`config.mk`:
```
export PLATFORM = sky130hd
export DESIGN_NAME = window_perf_select
export DESIGN_NICKNAME = d
export VERILOG_FILES = /design/src/rtl/window_perf_select.sv
export SDC_FILE = /design/constraint.sdc
export NUM_CORES = 1
export LEC_CHECK = 0
export BUFFER_PORTS_ARGS = -buffer_cell sky130_fd_sc_hd__buf_2
export CORE_AREA = 4 4 119 167
export DETAILED_ROUTE_END_ITERATION = 6
export DIE_AREA = 0 0 123 171
export PLACE_DENSITY = 0.72
export SLEW_MARGIN = 20
export SYNTH_ARGS = -nofsm -noshare
export SYNTH_HDL_FRONTEND = slang
export SYNTH_SLANG_ARGS = --single-unit
```
`constraint.sdc`:
```
create_clock -name clk -period 12 [get_ports clk]
set_input_delay 2.4 -clock clk [delete_from_list [all_inputs] [get_ports clk]]
set_output_delay 2.4 -clock clk [all_outputs]
set_load 0.01 [all_outputs]
```
`src/rtl/window_perf_select.sv`:
```
// Sliding-window min/max performance selector.
// Takes (account, A, T) samples and emits the account with extreme A*T over the last WIN samples.
module window_perf_select #(
    parameter int unsigned DSIZE = 8,
    parameter int unsigned WIN   = 5,
    parameter int unsigned MODE  = 0,
    parameter int unsigned CW    = $clog2(WIN + 1)
) (
    input  logic               clk,
    input  logic               rst,
    input  logic               in_valid,
    output logic               in_ready,
    input  logic [DSIZE-1:0]   in_account,
    input  logic [DSIZE-1:0]   in_A,
    input  logic [DSIZE-1:0]   in_T,
    input  logic               in_last,
    output logic               out_valid,
    input  logic               out_ready,
    output logic [DSIZE-1:0]   out_account,
    output logic [2*DSIZE-1:0] out_perf,
    output logic               out_last,
    output logic [CW-1:0]      fill
);

    localparam int unsigned PW = 2 * DSIZE;
    // Only the newest WIN-1 entries are stored; the incoming sample completes the window.
    localparam int unsigned NE = WIN - 1;

    typedef enum logic {
        S_FILL,
        S_STREAM
    } state_t;

    state_t           state;
    logic [DSIZE-1:0] win_acct [NE];
    logic [PW-1:0]    win_perf [NE];
    logic [NE-1:0]    win_vld;

    logic             accept;
    logic             produce;
    logic [PW-1:0]    new_perf;
    logic [DSIZE-1:0] sel_acct;
    logic [PW-1:0]    sel_perf;

    assign in_ready = !out_valid || out_ready;
    assign accept   = in_valid && in_ready;
    assign new_perf = PW'(in_A) * PW'(in_T);
    assign produce  = accept && (state == S_STREAM || fill == CW'(WIN - 1) || in_last);

    // Scan newest to oldest with a strict compare so ties keep the most recent entry.
    always_comb begin
        sel_acct = in_account;
        sel_perf = new_perf;
        for (int i = 0; i < int'(NE); i++) begin
            if (win_vld[i] && ((MODE == 0) ? (win_perf[i] < sel_perf)
                                           : (win_perf[i] > sel_perf))) begin
                sel_acct = win_acct[i];
                sel_perf = win_perf[i];
            end
        end
    end

    always_ff @(posedge clk or posedge rst) begin
        if (rst) begin
            state       <= S_FILL;
            fill        <= '0;
            win_vld     <= '0;
            out_valid   <= 1'b0;
            out_account <= '0;
            out_perf    <= '0;
            out_last    <= 1'b0;
            for (int i = 0; i < int'(NE); i++) begin
                win_acct[i] <= '0;
                win_perf[i] <= '0;
            end
        end else begin
            if (accept) begin
                for (int i = 1; i < int'(NE); i++) begin
                    win_acct[i] <= win_acct[i-1];
                    win_perf[i] <= win_perf[i-1];
                    win_vld[i]  <= in_last ? 1'b0 : win_vld[i-1];
                end
                win_acct[0] <= in_account;
                win_perf[0] <= new_perf;
                win_vld[0]  <= !in_last;
                if (in_last) begin
                    // Frame end: next frame starts from an empty window.
                    fill  <= '0;
                    state <= S_FILL;
                end else begin
                    if (fill != CW'(WIN)) begin
                        fill <= fill + CW'(1);
                    end
                    state <= (fill >= CW'(WIN - 1)) ? S_STREAM : S_FILL;
                end
            end

            if (produce) begin
                out_valid   <= 1'b1;
                out_account <= sel_acct;
                out_perf    <= sel_perf;
                out_last    <= in_last;
            end else if (out_ready) begin
                out_valid <= 1'b0;
            end
        end
    end

endmodule

```
==> summary.json, run 1 <==
{
  "drt": {
    "first_pass_iteration_count_of_the_detailed_router": 5,
    "routed_wire_length_per_instance_um": 18.1,
    "finalWirelength_um": 29600,
    "antenna_violating_nets_post_route": 0,
    "routed-via-count": 9371,
    "routed_via_density": 5.74,
    "drt_first_iter_violations": 868,
    "drcViolationCount": 0
  },
  "synthesis": {
    "area_of_the_mapped_netlist_um2": 9950,
    "asyncSetResetFlopFracSynth": 1.00,
    "syn_inst_count": 1132,
    "synth.area.top_cells": "sky130_fd_sc_hd__dfrtp_1, sky130_fd_sc_hd__ha_1, sky130_fd_sc_hd__nand2_1",
    "post-synth-top-area-cell": "sky130_fd_sc_hd__dfrtp_1",
    "synth.avg_cell_area_um2": 8.79,
    "ys.warnings.count": 0,
    "synth.most_common_cell": "sky130_fd_sc_hd__nand2_1",
    "yosysSeqAreaShare": 0.327,
    "synth_top_cells_by_count": "sky130_fd_sc_hd__nand2_1, sky130_fd_sc_hd__dfrtp_1, sky130_fd_sc_hd__inv_1",
    "synthDistinctLibCells": 72,
    "flip_flop_and_latch_count_after_synthesis": 130,
    "synth-edff-count": 0,
    "synth_top_flop_cell": "sky130_fd_sc_hd__dfrtp_1",
    "postSynthNetCount": 1291,
    "synth_top_cell_area_share": 0.327
  },
  "clock_network": {
    "cts-root-to-sink-buffers": 2,
    "holdBufCountCts": 0,
    "insertion_delay_ps": 420,
    "clkTransAtPathRegs_ps": 70,
    "clockRootBuffer": "sky130_fd_sc_hd__clkbuf_16",
    "clock-sinks": 130,
    "cts-htree-levels": 4,
    "tritoncts.num_buffers": 17,
    "cts_tree": "built"
  },
  "floorplanning": {
    "std_cell_rows": 59,
    "num_io_pins": 59,
    "floorplan.die.width_um": 123,
    "floorplan.die.height_um": 171,
    "design.die.area_um2": 21000,
    "core_region_area_um2": 18400,
    "initial_core_util": 0.541
  },
  "critical_path": {
    "worst_ep_arrival_time_ps": 14160,
    "critical_path_capture_point_type": "flip-flop",
    "path_class": "in2reg",
    "cpPeakStageDelay_ps": 570,
    "start_kind": "input port",
    "slowest_stage": "sky130_fd_sc_hd__fa_1",
    "worst-path-max-fanout": 7,
    "data_required_time_at_the_worst_endpoint_ps": 12320
  },
  "place": {
    "routabilityCongestion": 0.932,
    "buffer_ports.inserted": 58,
    "detailed_place_hpwl_um": 20100,
    "dp_worst_setup_slack_ps": -2330,
    "placement.cell_area_um2": 11900
  },
  "power": {
    "vdd_drop_max_uv": 192,
    "static-leakage-power_nw": 6.65,
    "power.total_mw": 4.44,
    "power_per_cell_area_nw_per_um2": 331
  },
  "sta": {
    "setup_tns_ps": -42460,
    "final.setup_skew_ps": 10.0,
    "fin_crit_sh": 1.15,
    "post_layout_worst_setup_margin_ps": -1840,
    "slew_headroom": 0.403,
    "clock.fmax_ghz": 0.0723,
    "tmin_final_ps": 13840,
    "timing_worst_slew_pin_value_ps": 895,
    "report.final.slew_viol_count": 0,
    "finalSetupViolations": 24,
    "grt_setup_unrepaired": "true",
    "hold_viol": 0
  },
  "grt": {
    "grt_pass1_vias": 9586,
    "antenna_found_initial": 0,
    "global_route_wire_length_before_repair_um": 46000,
    "global_route.overflow_total": 0,
    "groute.usage.overall": 0.276,
    "maximum_number_of_pins_on_one_net_before_global_route_repair": 92
  },
  "finish": {
    "multi_input_area_um2": 6670,
    "fillers": 1246,
    "number_of_nets_in_the_final_layout": 1534,
    "post-route-cell-area_um2": 13400,
    "ff_latch_area_um2": 3250,
    "antenna-diode-count": 0,
    "flow.area_growth_from_synthesis_pct": 35.0,
    "layout-drive-gt1-share": 0.326
  },
  "run": {
    "max-cap-violations": 0
  },
  "run_status": {
    "result_of_the_run": "finished, violations left",
    "failed_checks": "negative setup slack"
  },
  "worst_hold_path": {
    "min-delay-path-class": "reg2reg"
  }
}
kinds of logic after synthesis:
| group | after synthesis | synth area share |
|---|---|---|
| DFF | 130 | 0.327 |
| adders and majority gates | 134 | 0.195 |
| and+or+nand+nor | 379 | 0.176 |
| AOI/OAI and AO/OA | 268 | 0.185 |
| buffers and inverters | 172 | 0.0678 |
| muxes | 39 | 0.0409 |
| xor gates and xnor gates | 10 | 0.00880 |
per-stage QoR:
stage | instances | hold WS, ps | util
floorplan | 1132 | 431 | -
global placement | 1555 | 451 | 0.646
detailed placement | 1555 | 473 | 0.646
CTS | 1617 | 494 | 0.705
global route | 1632 | 521 | 0.731
finish | 1632 | 496 | 0.731
placed cells by master (no fill, tap or decap), types with 20 or more instances in the layout:
cell,count
sky130_fd_sc_hd__mux2i_1,20
sky130_fd_sc_hd__dfrtp_1,130
sky130_fd_sc_hd__buf_2,48
sky130_fd_sc_hd__a21o_1,20
sky130_fd_sc_hd__inv_1,116
sky130_fd_sc_hd__ha_1,88
sky130_fd_sc_hd__nand2_1,209
sky130_fd_sc_hd__and2_1,49
sky130_fd_sc_hd__nor2_1,41
sky130_fd_sc_hd__a21oi_1,51
sky130_fd_sc_hd__fa_1,32
sky130_fd_sc_hd__buf_4,196
sky130_fd_sc_hd__o21ai_0,65
worst paths after layout:
kind | startpoint | to | slack, ps | cells past startpoint
min in group asynchronous | rst | out_perf[1] | 2060 | 2
worst max-delay path | in_T[2] | out_perf[12] | -1840 | 59
max in group asynchronous | rst | out_perf[8] | 8630 | 3
worst min register to register | out_last | out_last | 500 | 1
worst max register to register | win_perf[53] | out_perf[12] | 3020 | 45
worst min-delay path | out_last | out_last | 500 | 1
power breakdown:
part | switching [mW] | leakage [nW] | internal, mW | total [mW]
Clock | 0.221 | 0.295 | 0.335 | 0.556
Combinational | 1.53 | 4.73 | 1.64 | 3.17
Sequential | 0.141 | 1.63 | 0.581 | 0.722
Total | 1.89 | 6.65 | 2.56 | 4.44
worst max-delay path, delay by kind of cell:
| kind | cells | cell delay (ps) |
|---|---|---|
| AOI/OAI and AO/OA | 28 | 5360 |
| xor gates and xnor gates | 1 | 180 |
| adders and majority gates | 9 | 3200 |
| buffers and inverters | 9 | 980 |
| muxes | 2 | 530 |
| and+or+nand+nor | 10 | 1500 |
metal layers:
layer  vias up  global-route usage  wire (µm)
li1       4356                   -          -
met4         0               0.162       1920
met5         -                   0          0
met1      4511               0.310      11000
met3       136              0.0367       1270
met2       368               0.493      15400
layout make-up:
type,instances,area share
Multi-Input combinational cell,831,0.496
Sequential cell,130,0.242
Timing Repair Buffer,273,0.158
Inverter,122,0.0345
Clock buffer,18,0.0320
Tap cell,244,0.0227
Clock inverter,14,0.0143
registers in the layout, indices dropped and copies added (netlist names):
name	cells
out_account	8
win_vld	4
out_last	1
fill	3
win_acct	32
out_valid	1
out_perf	16
state	1
win_perf	64
timing repair:
item	CTS	global route
setup endpoints to repair	24	24
buffers inserted	30	12
pin swaps	43	44
gates resized for setup	71	61
gates cloned	0	4
No activity file was read; power rests on OpenSTA's default activity.
==> run 2: changes to the inputs <==
--- a/config.mk
+++ b/config.mk
@@ -7,7 +7,7 @@
 export LEC_CHECK = 0
 export BUFFER_PORTS_ARGS = -buffer_cell sky130_fd_sc_hd__buf_2
-export CORE_AREA = 4 4 119 167
+export CORE_AREA = 2 2 117 165
 export DETAILED_ROUTE_END_ITERATION = 6
-export DIE_AREA = 0 0 123 171
+export DIE_AREA = 0 0 119 167
 export PLACE_DENSITY = 0.72
 export SLEW_MARGIN = 20
@@ -15,2 +15,3 @@
 export SYNTH_HDL_FRONTEND = slang
 export SYNTH_SLANG_ARGS = --single-unit
+export TNS_END_PERCENT = 50
==> constraint.sdc (replaced) <==
create_clock -name clk -period 12 [get_ports clk]
set_input_delay 1.8 -clock clk [delete_from_list [all_inputs] [get_ports clk]]
set_output_delay 1.8 -clock clk [all_outputs]
set_load 0.01 [all_outputs]
==> run 2 against run 1 <==
  * The flow still finishes with violations (negative setup slack)
  * Largest cell class unchanged
  * Die area fell by 5.5%
  * Global-route usage is 0.42 points higher
  * Clock-buffer cell count down 1
  * Critical path type unchanged
  * Register-to-register slack got worse by 30 ps
==> summary.json, run 2 (synthesized netlist as in run 1, its figures left out) <==
{
  "finish": {
    "final_core_utilization": {"value": 0.724, "change": "-0.00681"},
    "layout-drive-gt1-share": {"value": 0.316, "change": "-0.0101"},
    "post-route-cell-area": {"value": 13300, "unit": "µm²", "change": "-0.93%"},
    "mostFrequentLayoutCells": "sky130_fd_sc_hd__nand2_1, sky130_fd_sc_hd__buf_4, sky130_fd_sc_hd__dfrtp_1",
    "antenna-diode-count": {"value": 0, "change": "unchanged"},
    "flow.area_growth_from_synthesis_pct": 33.7,
    "final_common_cell": "sky130_fd_sc_hd__nand2_1",
    "largest_register_ff_count": {"value": 64, "change": "unchanged"},
    "fillers": {"value": 1246, "change": "unchanged"},
    "number_of_nets_in_the_final_layout": {"value": 1513, "change": "-1.4%"},
    "largest_registers": "win_perf: 64 flops, win_acct: 32 flops, out_perf: 16 flops",
    "regMostFlops": "win_perf"
  },
  "grt": {
    "global_route.overflow_total": {"value": 0, "change": "unchanged"},
    "maximum_number_of_pins_on_one_net_before_global_route_repair": {"value": 119, "change": "+29%"},
    "grt_pass1_vias": {"value": 9319, "change": "-2.8%"},
    "antenna_found_initial": {"value": 0, "change": "unchanged"},
    "global_route_wire_length_before_repair": {"value": 45200, "unit": "µm", "change": "-1.8%"},
    "groute.usage.overall": {"value": 0.280, "change": "+0.00423"}
  },
  "worst_hold_path": {
    "hp-start": "state",
    "min-delay-path-class": "reg2reg",
    "worst_hold_path.endpoint": "state",
    "min_delay_path_depth": {"value": 2, "change": "+1"}
  },
  "floorplanning": {
    "floorplan.die.width": {"value": 119, "unit": "µm", "change": "-3.3%"},
    "initial_core_util": {"value": 0.541, "change": "unchanged"},
    "design.die.area": {"value": 19900, "unit": "µm²", "change": "-5.5%"},
    "floorplan.die.height": {"value": 167, "unit": "µm", "change": "-2.3%"},
    "std_cell_rows": {"value": 59, "change": "unchanged"},
    "num_io_pins": {"value": 59, "change": "unchanged"},
    "core_region_area": {"value": 18400, "unit": "µm²", "change": "unchanged"}
  },
  "power": {
    "vdd_drop_max": {"value": 169, "unit": "µV", "change": "-12%"},
    "switching_power": {"value": 1.84, "unit": "mW", "change": "-2.8%"},
    "sw_frac_of_total": {"value": 0.423, "change": "-0.00155"},
    "power.sequential.fraction": {"value": 0.165, "change": "+0.003"},
    "power_per_cell_area": {"value": 326, "unit": "nW/µm²", "change": "-1.5%"},
    "p_clk_frac": {"value": 0.124, "change": "about the same"},
    "static-leakage-power": {"value": 6.55, "unit": "nW", "change": "-1.5%"},
    "cell_internal_pwr": {"value": 2.50, "unit": "mW", "change": "-2.2%"},
    "comb_power_share": {"value": 0.710, "change": "-0.002"}
  },
  "sta": {
    "hold_viol": {"value": 0, "change": "unchanged"},
    "timing_worst_slew_pin_value": {"value": 897, "unit": "ps", "change": "+1.49 ps"},
    "tmin_final": {"value": 13310, "unit": "ps", "change": "-529 ps"},
    "post_layout_worst_setup_margin": {"value": -1310, "unit": "ps", "change": "+529 ps"},
    "fin_crit_sh": {"value": 1.11, "change": "-0.0441"},
    "grt_setup_unrepaired": "true",
    "final.setup_skew": {"value": 11.8, "unit": "ps", "change": "+1.76 ps"},
    "clock.fmax": {"value": 0.0751, "unit": "GHz", "change": "+4.0%"},
    "finalSetupViolations": {"value": 24, "change": "unchanged"},
    "report.final.slew_viol_count": {"value": 0, "change": "unchanged"},
    "slew_headroom": {"value": 0.402, "change": "-0.000993"},
    "final.hold.worst_slack": {"value": 477, "unit": "ps", "change": "-18.8 ps"}
  },
  "run_status": {
    "result_of_the_run": "finished, violations left",
    "failed_checks": "negative setup slack"
  },
  "clock_network": {
    "cts_tree": "built",
    "clock-sinks": {"value": 130, "change": "unchanged"},
    "clkTransAtPathRegs": {"value": 60, "unit": "ps", "change": "about the same"},
    "cts-root-to-sink-buffers": {"value": 2, "change": "unchanged"},
    "cts-htree-levels": {"value": 4, "change": "unchanged"},
    "insertion_delay": {"value": 420, "unit": "ps", "change": "about the same"},
    "tritoncts.num_buffers": {"value": 17, "change": "unchanged"},
    "clockRootBuffer": "sky130_fd_sc_hd__clkbuf_16"
  },
  "drt": {
    "wl_met3": {"value": 1140, "unit": "µm", "change": "-11%"},
    "top_layer_used": "met4",
    "drt_first_iter_violations": {"value": 801, "change": "-7.7%"},
    "antenna_violating_nets_post_route": {"value": 0, "change": "unchanged"},
    "route.met2.wl": {"value": 14800, "unit": "µm", "change": "-3.8%"},
    "first_pass_iteration_count_of_the_detailed_router": {"value": 6, "change": "+1"},
    "finalWirelength": {"value": 27800, "unit": "µm", "change": "-6.1%"},
    "routed-via-count": {"value": 9088, "change": "-3.0%"},
    "routed_wire_length_per_instance": {"value": 17.3, "unit": "µm", "change": "-4.8%"},
    "detail_route.wirelength.met1": {"value": 10800, "unit": "µm", "change": "-1.5%"},
    "routed_via_density": {"value": 5.64, "change": "-1.7%"},
    "drcViolationCount": {"value": 0, "change": "unchanged"}
  },
  "critical_path": {
    "r2r.worst_path.cells": {"value": 46, "change": "+2.2%"},
    "cpPeakStageDelay": {"value": 540, "unit": "ps", "change": "-30 ps"},
    "worst-path-max-fanout": {"value": 7, "change": "unchanged"},
    "rr_endpoint": "out_perf[2]",
    "setup.reg_to_reg.worst_slack": {"value": 2990, "unit": "ps", "change": "-30 ps"},
    "path_class": "in2reg",
    "worstPathBufferInverterCount": {"value": 11, "change": "+2"},
    "data_required_time_at_the_worst_endpoint": {"value": 12330, "unit": "ps", "change": "about the same"},
    "start_kind": "input port",
    "worst_ep_arrival_time": {"value": 13640, "unit": "ps", "change": "-520 ps"},
    "critical_path.top_delay_family": "compound AO/OA/AOI/OAI gates",
    "critical_path.startpoint": "in_A[5]",
    "regToRegStartpoint": "win_perf[53]",
    "slowest_stage": "sky130_fd_sc_hd__fa_1",
    "critical_path_capture_point_type": "flip-flop"
  },
  "place": {
    "detailed_place_hpwl": {"value": 18900, "unit": "µm", "change": "-5.8%"},
    "buffer_ports.inserted": {"value": 58, "change": "unchanged"},
    "routabilityCongestion": {"value": 0.953, "change": "+2.3%"},
    "placement.cell_area": {"value": 11800, "unit": "µm²", "change": "-0.84%"}
  },
  "run": {
    "max-cap-violations": {"value": 0, "change": "unchanged"}
  }
}
run 2: changes by cell type in the layout (fill, tap and decap cells not counted), sizes merged:
cell | before | now
buf | 271 | 253
clkinv | 1 | 3
inv | 129 | 127
clkbuf | 20 | 17
and2 | 60 | 59
run 2: worst max path at each step:
stage / end / cells after the start / slack, ps
floorplan: out_account[1] / 62 / -1380
global placement: out_perf[1] / 60 / -1770
detailed placement: out_perf[1] / 60 / -2040
CTS: out_account[0] / 59 / -1130
global route: out_perf[2] / 62 / -1720
finish: out_perf[2] / 61 / -1310
run 2: area by class of cell:
cell class | instances | area, µm² | area share
Clock buffer | 17 | 425 | 0.0320
Timing Repair Buffer | 253 | 1970 | 0.148
Sequential cell | 130 | 3250 | 0.245
Clock inverter | 14 | 178 | 0.0134
Inverter | 122 | 463 | 0.0348
Tap cell | 244 | 305 | 0.0229
Multi-Input combinational cell | 830 | 6710 | 0.504
run 2: per-stage QoR:
stage                     setup WS, ps  cells  power [mW]  TNS, ps
after global placement           -1770   1545        3.20   -41460
after CTS                        -1130   1600        4.08   -25810
after detailed placement         -2040   1545        3.25   -47360
after floorplan                  -1380   1132        2.27   -31770
final                            -1310   1610        4.34   -30300
after global routing             -1720   1610        4.63   -40190
run 2: per-layer routing:
layer,global-route usage,vias to the layer above
met1,0.329,4363
met2,0.507,320
li1,-,4324
met5,0,-
met3,0.0356,81
met4,0.119,0
run 2: power groups by stage:
stage	Clock (mW)	Combinational, mW	Sequential [mW]
floorplan	0	1.57	0.694
global placement	0	2.49	0.709
detailed placement	0	2.54	0.711
CTS	0.542	2.83	0.707
global route	0.563	3.33	0.734
finish	0.539	3.08	0.717
run 2: what timing repair did:
item	4_1_cts	5_1_grt
cloned	1	0
setup endpoints to repair	24	24
buffers inserted	24	10
hold endpoints to repair	0	0
hold buffers	0	0
gates resized for setup	89	46
pin swaps	45	40
run 2: worst reg2reg max path, delay by kind of cell, from the launching register on:
kind | cells | cell delay (ps)
flip-flops | 1 | 420
AND/OR/NAND/NOR | 12 | 1700
multiplexers | 2 | 430
AO/OA/AOI/OAI | 20 | 4260
adder cells (fa/ha/maj) | 4 | 1130
buffers and inverters | 8 | 970
==> run 3: changes to the inputs <==
- clock period: 12 -> 14.3 ns (I/O delays scaled with it)
==> run 3 against run 2 <==
  * The flow now finishes without violations
  * Routed wire length decreased by 8.3%
  * Clock power decreased by 20%
  * Sequential share of layout area increased by 3.5 points
  * Via count decreased by 6.9%
  * Clock-buffer cell count unchanged
  * Sequential cell count unchanged
  * Core utilization decreased by 9.1 points
  * Sequential power decreased by 16%
  * Hold slack got worse by 2.0 ps
  * Register-to-register slack improved by 2300 ps
  * Global-route usage decreased by 1.6 points
  * Clock skew decreased by 1.3 ps
  * Critical endpoint is now out_account[4]
  * Largest cell class unchanged
==> summary.json, run 3 (synthesized netlist as in run 1, its figures left out) <==
{
  "run_status": {
    "result_of_the_run": "finished, final reports clean"
  },
  "sta": {
    "final.hold.worst_slack": {"value": 475, "unit": "ps", "change": "-2.05 ps"},
    "post_layout_worst_setup_margin": {"value": 586, "unit": "ps", "change": "+1900 ps"},
    "clock.fmax_ghz": 0.0729,
    "slew_headroom": {"value": 0.400, "change": "-0.00237"},
    "finalSetupViolations": {"value": 0, "change": "-100%"},
    "tmin_final_ps": 13710,
    "fin_crit_sh": 0.959,
    "final.setup_skew": {"value": 10.5, "unit": "ps", "change": "-1.26 ps"},
    "report.final.slew_viol_count": {"value": 0, "change": "unchanged"},
    "hold_viol": {"value": 0, "change": "unchanged"},
    "timing_worst_slew_pin_value": {"value": 900, "unit": "ps", "change": "+3.56 ps"}
  },
  "finish": {
    "flow.area_growth_from_synthesis_pct": 16.9,
    "antenna-diode-count": {"value": 0, "change": "unchanged"},
    "number_of_nets_in_the_final_layout": {"value": 1389, "change": "-8.2%"},
    "layout-drive-gt1-share": {"value": 0.196, "change": "-0.119"},
    "mostFrequentLayoutCells": "sky130_fd_sc_hd__nand2_1, sky130_fd_sc_hd__dfrtp_1, sky130_fd_sc_hd__inv_1",
    "largest_registers": "win_perf: 64 flops, win_acct: 32 flops, out_perf: 16 flops",
    "post-route-cell-area": {"value": 11600, "unit": "µm²", "change": "-13%"},
    "largest_register_ff_count": {"value": 64, "change": "unchanged"},
    "final_common_cell": "sky130_fd_sc_hd__nand2_1",
    "final_cell_count_no_fill": {"value": 1486, "change": "-7.7%"},
    "regMostFlops": "win_perf"
  },
  "critical_path": {
    "worst_ep_arrival_time": {"value": 14030, "unit": "ps", "change": "+390 ps"},
    "data_required_time_at_the_worst_endpoint": {"value": 14610, "unit": "ps", "change": "+2280 ps"},
    "path_class": "in2reg",
    "worst-path-max-fanout": {"value": 14, "change": "+7"},
    "slowest_stage": "sky130_fd_sc_hd__fa_1",
    "setup.reg_to_reg.worst_slack": {"value": 5290, "unit": "ps", "change": "+2300 ps"},
    "critical_path.top_delay_family": "compound AO/OA/AOI/OAI gates",
    "critical_path_capture_point_type": "flip-flop",
    "worstPathBufferInverterCount": {"value": 7, "change": "-4"},
    "start_kind": "input port",
    "cpPeakStageDelay": {"value": 590, "unit": "ps", "change": "+50 ps"}
  },
  "power": {
    "switching_power": {"value": 1.33, "unit": "mW", "change": "-28%"},
    "sw_frac_of_total": {"value": 0.447, "change": "+0.0235"},
    "cell_internal_pwr": {"value": 1.64, "unit": "mW", "change": "-34%"},
    "power.sequential.fraction": {"value": 0.202, "change": "+0.037"},
    "vdd_drop_max": {"value": 138, "unit": "µV", "change": "-18%"},
    "p_clk_frac": {"value": 0.145, "change": "+0.021"},
    "power_per_cell_area": {"value": 255, "unit": "nW/µm²", "change": "-22%"},
    "comb_power_share": {"value": 0.653, "change": "-0.057"},
    "power.total": {"value": 2.97, "unit": "mW", "change": "-32%"},
    "static-leakage-power": {"value": 5.75, "unit": "nW", "change": "-12%"}
  },
  "grt": {
    "global_route.overflow_total": {"value": 0, "change": "unchanged"},
    "maximum_number_of_pins_on_one_net_before_global_route_repair": {"value": 118, "change": "-0.84%"},
    "antenna_found_initial": {"value": 0, "change": "unchanged"},
    "global_route_wire_length_before_repair": {"value": 42200, "unit": "µm", "change": "-6.7%"},
    "groute.usage.overall": {"value": 0.263, "change": "-0.0164"},
    "grt_pass1_vias": {"value": 8632, "change": "-7.4%"}
  },
  "drt": {
    "drcViolationCount": {"value": 0, "change": "unchanged"},
    "drt_first_iter_violations": {"value": 622, "change": "-22%"},
    "routed_wire_length_per_instance": {"value": 17.2, "unit": "µm", "change": "-0.65%"},
    "routed-via-count": {"value": 8463, "change": "-6.9%"},
    "first_pass_iteration_count_of_the_detailed_router": {"value": 5, "change": "-1"},
    "antenna_violating_nets_post_route": {"value": 0, "change": "unchanged"},
    "finalWirelength": {"value": 25500, "unit": "µm", "change": "-8.3%"},
    "routed_via_density": {"value": 5.70, "change": "+0.89%"}
  },
  "worst_hold_path": {
    "min-delay-path-class": "reg2reg"
  },
  "place": {
    "placement.cell_area": {"value": 10800, "unit": "µm²", "change": "-8.4%"},
    "dp_worst_setup_slack": {"value": -159, "unit": "ps", "change": "+1890 ps"},
    "detailed_place_hpwl": {"value": 19000, "unit": "µm", "change": "+0.16%"},
    "buffer_ports.inserted": {"value": 58, "change": "unchanged"},
    "dp_cells": {"value": 1439, "change": "-6.9%"},
    "routabilityCongestion": {"value": 0.937, "change": "-1.7%"}
  },
  "floorplanning": {
    "design.die.area": {"value": 19900, "unit": "µm²", "change": "unchanged"},
    "core_region_area": {"value": 18400, "unit": "µm²", "change": "unchanged"},
    "floorplan.die.height": {"value": 167, "unit": "µm", "change": "unchanged"},
    "num_io_pins": {"value": 59, "change": "unchanged"},
    "floorplan.die.width": {"value": 119, "unit": "µm", "change": "unchanged"},
    "initial_core_util": {"value": 0.541, "change": "unchanged"},
    "std_cell_rows": {"value": 59, "change": "unchanged"}
  },
  "clock_network": {
    "cts-root-to-sink-buffers": {"value": 2, "change": "unchanged"},
    "clock-sinks": {"value": 130, "change": "unchanged"},
    "clkTransAtPathRegs": {"value": 50, "unit": "ps", "change": "about the same"},
    "cts_tree": "built",
    "cts-htree-levels": {"value": 4, "change": "unchanged"},
    "tritoncts.num_buffers": {"value": 17, "change": "unchanged"},
    "clockRootBuffer": "sky130_fd_sc_hd__clkbuf_16",
    "insertion_delay": {"value": 420, "unit": "ps", "change": "about the same"},
    "holdBufCountCts": {"value": 0, "change": "unchanged"}
  },
  "run": {
    "max-cap-violations": {"value": 0, "change": "unchanged"}
  }
}
-- run 3: changes by cell type in the layout (fill, tap and decap cells not counted), moves of 6 or more --
cell | previous run | this run
sky130_fd_sc_hd__ha_4 | 9 | 2
sky130_fd_sc_hd__buf_6 | 13 | 3
sky130_fd_sc_hd__a221oi_1 | 1 | 8
sky130_fd_sc_hd__buf_2 | 47 | 58
sky130_fd_sc_hd__a31oi_1 | 1 | 7
sky130_fd_sc_hd__a31o_4 | 13 | 0
sky130_fd_sc_hd__a31o_2 | 3 | 16
sky130_fd_sc_hd__a221oi_2 | 19 | 12
sky130_fd_sc_hd__buf_4 | 181 | 65
sky130_fd_sc_hd__ha_1 | 83 | 92
-- run 3: cell type report --
| cell class | count | area [µm²] |
|---|---|---|
| Clock buffer | 17 | 425 |
| Clock inverter | 14 | 155 |
| Inverter | 122 | 463 |
| Timing Repair Buffer | 129 | 872 |
| Multi-Input combinational cell | 830 | 6160 |
| Sequential cell | 130 | 3250 |
| Tap cell | 244 | 305 |
| Fill cell | 1577 | 6740 |
-- run 3: worst register-to-register path: cells and delay by family, from the launching register on --
family | cells | cell delay [ps]
AOI/OAI and AO/OA | 25 | 4930
adders and majority gates | 4 | 1180
buffers and inverters | 3 | 370
DFF | 1 | 430
muxes | 2 | 500
and+or+nand+nor | 8 | 1490
-- run 3: power groups by stage --
stage	Sequential [mW]	Combinational (mW)	Clock, mW
after global placement	0.597	1.74	0
after detailed placement	0.601	1.77	0
after floorplan	0.583	1.23	0
final	0.599	1.94	0.432
after CTS	0.596	1.79	0.436
after global routing	0.614	2.15	0.451
-- run 3: per-layer routing --
layer | routed length [µm] | up-vias | track usage
met5 | 0 | - | 0
met3 | 844 | 55 | 0.0349
li1 | - | 4062 | -
met4 | 892 | 0 | 0.122
met1 | 10200 | 4108 | 0.313
met2 | 13500 | 238 | 0.468
-- run 3: path summary, 6_finish.rpt --
path                             endpoint  cells past startpoint          from
max                        out_account[4]                     56       in_T[2]
min reg2reg                         state                      2         state
max reg2reg                out_account[4]                     42  win_perf[53]
max in group asynchronous    win_perf[26]                      3           rst
min                                 state                      2         state
min in group asynchronous     win_acct[1]                      2           rst
-- run 3: through the flow --
stage | utilization | TNS [ps]
detailed placement | 0.587 | -2250
finish | 0.633 | 0
floorplan | - | 0
global route | 0.633 | -168
CTS | 0.619 | 0
global placement | 0.587 | 0
-- run 3: repair_timing --
item | CTS | global route
setup buffers | 0 | 16
setup endpoints to repair | 0 | 24
gates resized for setup | 0 | 33
